### config.mk
export PLATFORM = sky130hd
export DESIGN_NAME = dmem_responder
export DESIGN_NICKNAME = d
export VERILOG_FILES = /design/src/rtl/dmem_responder.sv
export SDC_FILE = /design/constraint.sdc
export NUM_CORES = 2
export LEC_CHECK = 0
export BUFFER_PORTS_ARGS = -buffer_cell sky130_fd_sc_hd__buf_2
export CAP_MARGIN = 20
export CELL_PAD_IN_SITES_DETAIL_PLACEMENT = 2
export CELL_PAD_IN_SITES_GLOBAL_PLACEMENT = 2
export CORE_MARGIN = 4
export CORE_UTILIZATION = 43
export CTS_CLUSTER_SIZE = 28
export DETAILED_ROUTE_END_ITERATION = 8
export PLACE_DENSITY_LB_ADDON = 0.3
export SETUP_SLACK_MARGIN = 0.15
export SLEW_MARGIN = 20
export SYNTH_ARGS = -nofsm -noshare
export SYNTH_HDL_FRONTEND = slang
export SYNTH_SLANG_ARGS = --single-unit
### constraint.sdc
create_clock -name clk -period 5.25 [get_ports clk]
set_clock_uncertainty 0.1 [all_clocks]
set_input_delay 0.7875 -clock clk [delete_from_list [all_inputs] [get_ports clk]]
set_output_delay 0.7875 -clock clk [all_outputs]
set_load 0.01 [all_outputs]
### src/rtl/dmem_responder.sv
// ---------------------------------------------------------------------------
// dmem_responder
//
// This is a memory-side responder for per-channel valid/ready read and write
// channels. Each channel runs its own small FSM:
//   1. accept a request and latch its address (and data for a write),
//   2. count down a fixed latency,
//   3. wait for an array grant.
// One array access is granted per cycle, in round-robin order across the
// eligible channels. After the grant, the ready output is held until the
// initiator drops valid. A backdoor preload port can write the array
// directly. In a cycle where a preload happens, no channel is granted.
//
// Ports:
//   clk                clock; all logic runs on posedge
//   reset              synchronous reset, active low
//   mem_read_valid     per-channel read request
//   mem_read_address   per-channel read address
//   mem_read_ready     per-channel read acknowledge (read data is valid)
//   mem_read_data      per-channel read return data (held after the handshake)
//   mem_write_valid    per-channel write request
//   mem_write_address  per-channel write address
//   mem_write_data     per-channel write data
//   mem_write_ready    per-channel write acknowledge
//   load_valid         preload strobe; blocks channel grants for that cycle
//   load_address       preload address
//   load_data          preload data
// ---------------------------------------------------------------------------
module dmem_responder #(
  parameter int ADDR_BITS    = 8,
  parameter int DATA_BITS    = 8,
  parameter int NUM_CHANNELS = 4,
  parameter int LATENCY      = 2
) (
  input  logic                                   clk,
  input  logic                                   reset,
  input  logic [NUM_CHANNELS-1:0]                mem_read_valid,
  input  logic [NUM_CHANNELS-1:0][ADDR_BITS-1:0] mem_read_address,
  output logic [NUM_CHANNELS-1:0]                mem_read_ready,
  output logic [NUM_CHANNELS-1:0][DATA_BITS-1:0] mem_read_data,
  input  logic [NUM_CHANNELS-1:0]                mem_write_valid,
  input  logic [NUM_CHANNELS-1:0][ADDR_BITS-1:0] mem_write_address,
  input  logic [NUM_CHANNELS-1:0][DATA_BITS-1:0] mem_write_data,
  output logic [NUM_CHANNELS-1:0]                mem_write_ready,
  input  logic                                   load_valid,
  input  logic [ADDR_BITS-1:0]                   load_address,
  input  logic [DATA_BITS-1:0]                   load_data
);

  localparam int DEPTH = 1 << ADDR_BITS;
  localparam int CNT_W = (LATENCY < 1) ? 1 : $clog2(LATENCY + 1);
  localparam int PTR_W = (NUM_CHANNELS < 2) ? 1 : $clog2(NUM_CHANNELS);
  localparam logic [CNT_W-1:0] CNT_INIT = CNT_W'(LATENCY);
  localparam logic [PTR_W-1:0] PTR_LAST = PTR_W'(NUM_CHANNELS - 1);

  typedef enum logic [2:0] {
    IDLE,
    WAIT_R,
    WAIT_W,
    RESP_R,
    RESP_W
  } state_e;

  // Per-channel request state
  state_e                                 state_q [NUM_CHANNELS];
  logic   [CNT_W-1:0]                     cnt_q   [NUM_CHANNELS];
  logic   [ADDR_BITS-1:0]                 addr_q  [NUM_CHANNELS];
  logic   [DATA_BITS-1:0]                 wdata_q [NUM_CHANNELS];
  logic   [NUM_CHANNELS-1:0]              read_ready_q;
  logic   [NUM_CHANNELS-1:0]              write_ready_q;
  logic   [NUM_CHANNELS-1:0][DATA_BITS-1:0] read_data_q;

  // Arbitration state
  logic   [PTR_W-1:0]                     ptr_q;
  logic   [PTR_W-1:0]                     ptr_d;

  // Data array
  logic   [DATA_BITS-1:0]                 mem_q [DEPTH];

  logic   [NUM_CHANNELS-1:0]              eligible;
  logic   [NUM_CHANNELS-1:0]              grant_oh;
  logic                                   grant_any;
  logic                                   grant_en;
  logic   [PTR_W-1:0]                     grant_idx;

  logic                                   mem_we;
  logic   [ADDR_BITS-1:0]                 mem_waddr;
  logic   [DATA_BITS-1:0]                 mem_wdata;

  assign mem_read_ready  = read_ready_q;
  assign mem_write_ready = write_ready_q;
  assign mem_read_data   = read_data_q;

  // Returns the channel index that sits 'offset' positions after 'base',
  // wrapping modulo NUM_CHANNELS. This also works when NUM_CHANNELS is
  // not a power of two.
  function automatic logic [PTR_W-1:0] rr_index(input logic [PTR_W-1:0] base,
                                                input int offset);
    int sum;
    sum = int'(base) + offset;
    if (sum >= NUM_CHANNELS) sum = sum - NUM_CHANNELS;
    return PTR_W'(sum);
  endfunction

  // A channel is eligible once its countdown has expired while it waits.
  always_comb begin
    // NOTE: every variable written in always_comb gets a default before any
    // conditional logic. Without the default, a path that skips the
    // assignment would infer a latch.
    eligible = '0;
    for (int c = 0; c < NUM_CHANNELS; c++) begin
      eligible[c] = ((state_q[c] == WAIT_R) || (state_q[c] == WAIT_W)) &&
                    (cnt_q[c] == '0);
    end
  end

  // Round-robin search. The search starts at the pointer, and the first
  // eligible channel wins.
  always_comb begin
    grant_any = 1'b0;
    grant_idx = '0;
    for (int k = 0; k < NUM_CHANNELS; k++) begin
      if (!grant_any && eligible[rr_index(ptr_q, k)]) begin
        grant_any = 1'b1;
        grant_idx = rr_index(ptr_q, k);
      end
    end
  end

  // A preload owns the array port for its cycle. Waiting channels are
  // held back, and the pointer stays where it is.
  assign grant_en = grant_any && !load_valid;

  always_comb begin
    grant_oh = '0;
    for (int c = 0; c < NUM_CHANNELS; c++) begin
      grant_oh[c] = grant_en && (grant_idx == PTR_W'(c));
    end
  end

  always_comb begin
    ptr_d = ptr_q;
    if (grant_en) begin
      ptr_d = (grant_idx == PTR_LAST) ? '0 : grant_idx + PTR_W'(1);
    end
  end

  // Single array write port, shared by the preload and a granted write.
  // The two never occur in the same cycle, because a preload blocks grants.
  always_comb begin
    mem_we    = load_valid;
    mem_waddr = load_address;
    mem_wdata = load_data;
    if (grant_en && (state_q[grant_idx] == WAIT_W)) begin
      mem_we    = 1'b1;
      mem_waddr = addr_q[grant_idx];
      mem_wdata = wdata_q[grant_idx];
    end
  end

  always_ff @(posedge clk) begin
    // NOTE: the whole array is cleared on reset so that read data can never
    // be unknown. This makes the array a register file, not a RAM macro.
    if (!reset) begin
      for (int i = 0; i < DEPTH; i++) begin
        mem_q[i] <= '0;
      end
    end else if (mem_we) begin
      mem_q[mem_waddr] <= mem_wdata;
    end
  end

  // Per-channel FSMs and their registered ready/data outputs, plus the
  // arbitration pointer.
  always_ff @(posedge clk) begin
    // NOTE: all state here is updated with non-blocking assignments.
    // Every channel then sees the values from before this edge, and the
    // result does not depend on statement order.
    if (!reset) begin
      ptr_q         <= '0;
      read_ready_q  <= '0;
      write_ready_q <= '0;
      read_data_q   <= '0;
      for (int c = 0; c < NUM_CHANNELS; c++) begin
        state_q[c] <= IDLE;
        cnt_q[c]   <= '0;
        addr_q[c]  <= '0;
        wdata_q[c] <= '0;
      end
    end else begin
      ptr_q <= ptr_d;
      for (int c = 0; c < NUM_CHANNELS; c++) begin
        case (state_q[c])
          IDLE: begin
            // If read and write are both requested, the read is taken first.
            // The write is sampled again after the read handshake completes.
            if (mem_read_valid[c]) begin
              addr_q[c]  <= mem_read_address[c];
              cnt_q[c]   <= CNT_INIT;
              state_q[c] <= WAIT_R;
            end else if (mem_write_valid[c]) begin
              addr_q[c]  <= mem_write_address[c];
              wdata_q[c] <= mem_write_data[c];
              cnt_q[c]   <= CNT_INIT;
              state_q[c] <= WAIT_W;
            end
          end

          WAIT_R: begin
            if (cnt_q[c] != '0) begin
              cnt_q[c] <= cnt_q[c] - CNT_W'(1);
            end else if (grant_oh[c]) begin
              read_data_q[c]  <= mem_q[addr_q[c]];
              read_ready_q[c] <= 1'b1;
              state_q[c]      <= RESP_R;
            end
          end

          WAIT_W: begin
            if (cnt_q[c] != '0) begin
              cnt_q[c] <= cnt_q[c] - CNT_W'(1);
            end else if (grant_oh[c]) begin
              // The array itself is written through the shared write port.
              write_ready_q[c] <= 1'b1;
              state_q[c]       <= RESP_W;
            end
          end

          RESP_R: begin
            // Read data stays on the bus after ready drops.
            if (!mem_read_valid[c]) begin
              read_ready_q[c] <= 1'b0;
              state_q[c]      <= IDLE;
            end
          end

          RESP_W: begin
            if (!mem_write_valid[c]) begin
              write_ready_q[c] <= 1'b0;
              state_q[c]       <= IDLE;
            end
          end

          default: state_q[c] <= IDLE;
        endcase
      end
    end
  end

endmodule

==> flow_summary.yaml <==
layout:
  post-route-cell-area_mm2: 0.166
  final_cell_mix: "mux4_2, edfxtp_1, nor3_1, buf_4, nor2_1"
  drive_above_1_share: 0.427
  final_cells: 14200
  fillers: 30600
  mostFrequentLayoutCell: "mux4_2"
  nets: 9539
  area_delta_synth_final_pct: 13.0
  final_util: 0.488
sta:
  worst_slack_ns: 0.209
  finalHoldViolations: 0
  slew_headroom: 0.147
  hold-worst-slack_ns: 0.0280
  slew_viol_final: 0
  worst_pin_slew_ns: 1.28
  post-route-min-period_ns: 5.04
  rsz0062_at_grt: "no"
  fmaxAchievable_ghz: 0.198
  setup_viol: 0
  fin_tns_setup_ns: 0
  finalCritPeriodShare: 0.960
floorplanning:
  die_area_mm2: 0.350
  fp.dieW_um: 592
  core-area_mm2: 0.340
  rows: 214
  io_pins: 163
  start_util: 0.432
  die_h_um: 592
outcome:
  outcome: "complete, no violations"
synthesis:
  synth_edf_count: 2132
  yosysWarnings: 0
  ys_types: 78
  ys_ff_latch: 2174
  synthArstFlopShare: 0
  syn_area_mm2: 0.147
  syn_nets: 9569
  syn_area_per_cell_um2: 15.5
  ys.flop_type: "edfxtp_1"
  synth-seq-area-share: 0.442
  synthCells: 9441
clock_tree:
  clk_path_buf_depth: 4
  clk_pin_slew_ns: 0.06
  clk_latency_ns: 0.95
  cts.sinks: 2174
  numCtsBuffers: 267
  cts_tree: "done"
  htree_levels: 5
  root_buffer: "clkbuf_16"
worst_setup_path:
  cp_cell_sequence: "xor2_2 -> o311ai_1 -> o21a_1 -> nor2_8 -> mux2i_1 -> mux2i_2 -> nor2_1 -> a41oi_4 -> buf_12 -> buf_4 -> nor3_1"
  slowest_stage: "edfxtp_1"
  crit_arrival_ns: 5.56
  r2r_cells: 11
  crit_required_ns: 5.77
  reg2reg_to: "mem_q[28][3]"
  crit-reg2reg-launch: "state_q[2][0]"
  endpoint: "mem_q[28][3]"
  regToRegSetupSlack_ns: 0.21
  crit_fanout: 81
  worst_setup_path_start_kind: "flop"
  crit_type: "reg -> reg"
  cp-end-kind: "flop"
  cp_slowest_stage_delay_ns: 0.67
  timing.critical_path.from: "state_q[2][0]"
power:
  power.total_mw: 73.3
  ir_drop_uv: 383
  leakagePower_nw: 51.5
  power_per_cell_area_mw_per_mm2: 442
worst_hold_path:
  whs_path_depth: 2
  hold_path.class: "in -> reg"
  hold_start: "mem_write_data[20]"
place:
  numPortBuffers: 162
  dp_cells: 13700
  post_dp_cell_area_mm2: 0.157
  finalWeightedCongestion: 1.01
  pre_cts_ws_ns: 0.172
  dp_hpwl_um: 490000
global_routing:
  gr-total-overflow: 0
  grt_usage: 0.406
  antenna_found_initial: 76
  grt_pass1_wl_um: 993000
  grt_max_degree: 127
  grt_pass1_vias: 116000
drt:
  drc_errors: 0
  dr.pass1.iters: 5
  ant_nets: 0
  vias_per_cell: 8.08
  wl_per_cell_um: 50.6
  drt-total-wl_um: 719000
  dr.first_iter.drc_count: 20900
  via_count: 115000
flow_run:
  cap_viol_max_count: 0
cell families after synthesis:
kind of cell    share of synthesized area
buf+inv                            0.0363
fa+ha+maj                        0.000427
xor+xnor                         0.000290
simple gates                       0.0868
mux                                 0.404
compound gates                     0.0299
flops                               0.442
Yosys cell counts, types with 4 or more instances:
library cell,n,area [µm²]
nand2b_1,26,163
ha_1,5,62.6
nor2_1,389,1460
edfxtp_1,2132,64000
o31ai_1,13,97.6
o31ai_4,6,128
o21ai_0,264,1320
clkbuf_1,811,3040
o22ai_1,10,62.6
a31oi_1,6,37.5
a22o_1,25,219
o21ai_1,6,30.0
nand2_1,192,721
a31oi_2,4,50.1
nand4_1,21,131
inv_1,19,71.3
and2_1,39,244
o21a_1,5,37.5
buf_4,8,60.1
a21oi_1,102,510
o31a_1,7,61.3
nand2_2,6,37.5
o211ai_1,4,30.0
or2_2,4,25.0
nor3_1,1630,8160
mux2_2,7,78.8
mux2i_1,73,731
buf_1,302,1130
a32oi_1,4,35.0
a22oi_1,185,1390
dfxtp_1,42,841
and3_1,22,138
mux4_2,2592,58400
nor4_1,132,826
nand4_2,20,250
nand3b_1,6,45.0
buf_2,197,986
nor2b_1,19,119
nand3_1,48,240
sequential cells by signal (all words and copies together), names as in the netlist:
register         cells
mem_q             2048
wdata_q             32
ptr_q                2
addr_q              32
cnt_q                8
mem_read_data       32
mem_write_ready      4
state_q             12
mem_read_ready       4
report_power, final:
part	total (mW)	leakage, nW	switching (mW)	internal [mW]
clock	18.9	4.09	8.22	10.6
combinational	33.5	25.0	20.7	12.9
sequential	20.9	22.4	1.06	19.8
worst max-delay path: cells and delay by family (launching register included):
kind | cells | cell delay [ns]
compound gates | 3 | 1.02
xor+xnor | 1 | 0.32
buf+inv | 2 | 0.83
flops | 1 | 0.67
mux | 2 | 0.84
simple gates | 3 | 0.82
how the worst min path moves through the flow:
stage / to / slack (ns)
finish: wdata_q[2][4] / 0.03
global route: wdata_q[0][0] / 0.03
CTS: wdata_q[2][4] / 0.0003
detailed placement: mem_read_data[1] / 0.35
global placement: mem_read_data[20] / 0.34
floorplan: mem_read_data[0] / 0.39
metal layers:
metal  up-vias  wire (µm)  GRT usage
met5         -        385          0
met1     61100     242000      0.527
li1      40600          -          -
met2     10800     316000      0.593
met3      2145     111000      0.154
met4        58      49200      0.214
layout make-up:
| type | count | area (µm²) | share of cell area |
|---|---|---|---|
| Multi-Input combinational cell | 5928 | 77100 | 0.466 |
| Tap cell | 4536 | 5680 | 0.0343 |
| Timing Repair Buffer | 1021 | 9420 | 0.0569 |
| Clock buffer | 337 | 7140 | 0.0431 |
| Sequential cell | 2174 | 64900 | 0.392 |
| Inverter | 19 | 73.8 | 0.000446 |
| Clock inverter | 139 | 1270 | 0.00767 |
| Antenna cell | 34 | 85.1 | 0.000514 |
timing repair:
action                     4_1_cts  5_1_grt
hold endpoints to repair         3        0
buffers inserted                 0        5
hold buffers                     3        0
setup endpoints to repair        4      224
pin swaps                        0        2
gates resized for setup          1       15
Note: power is estimated with default switching activity, not from simulation.
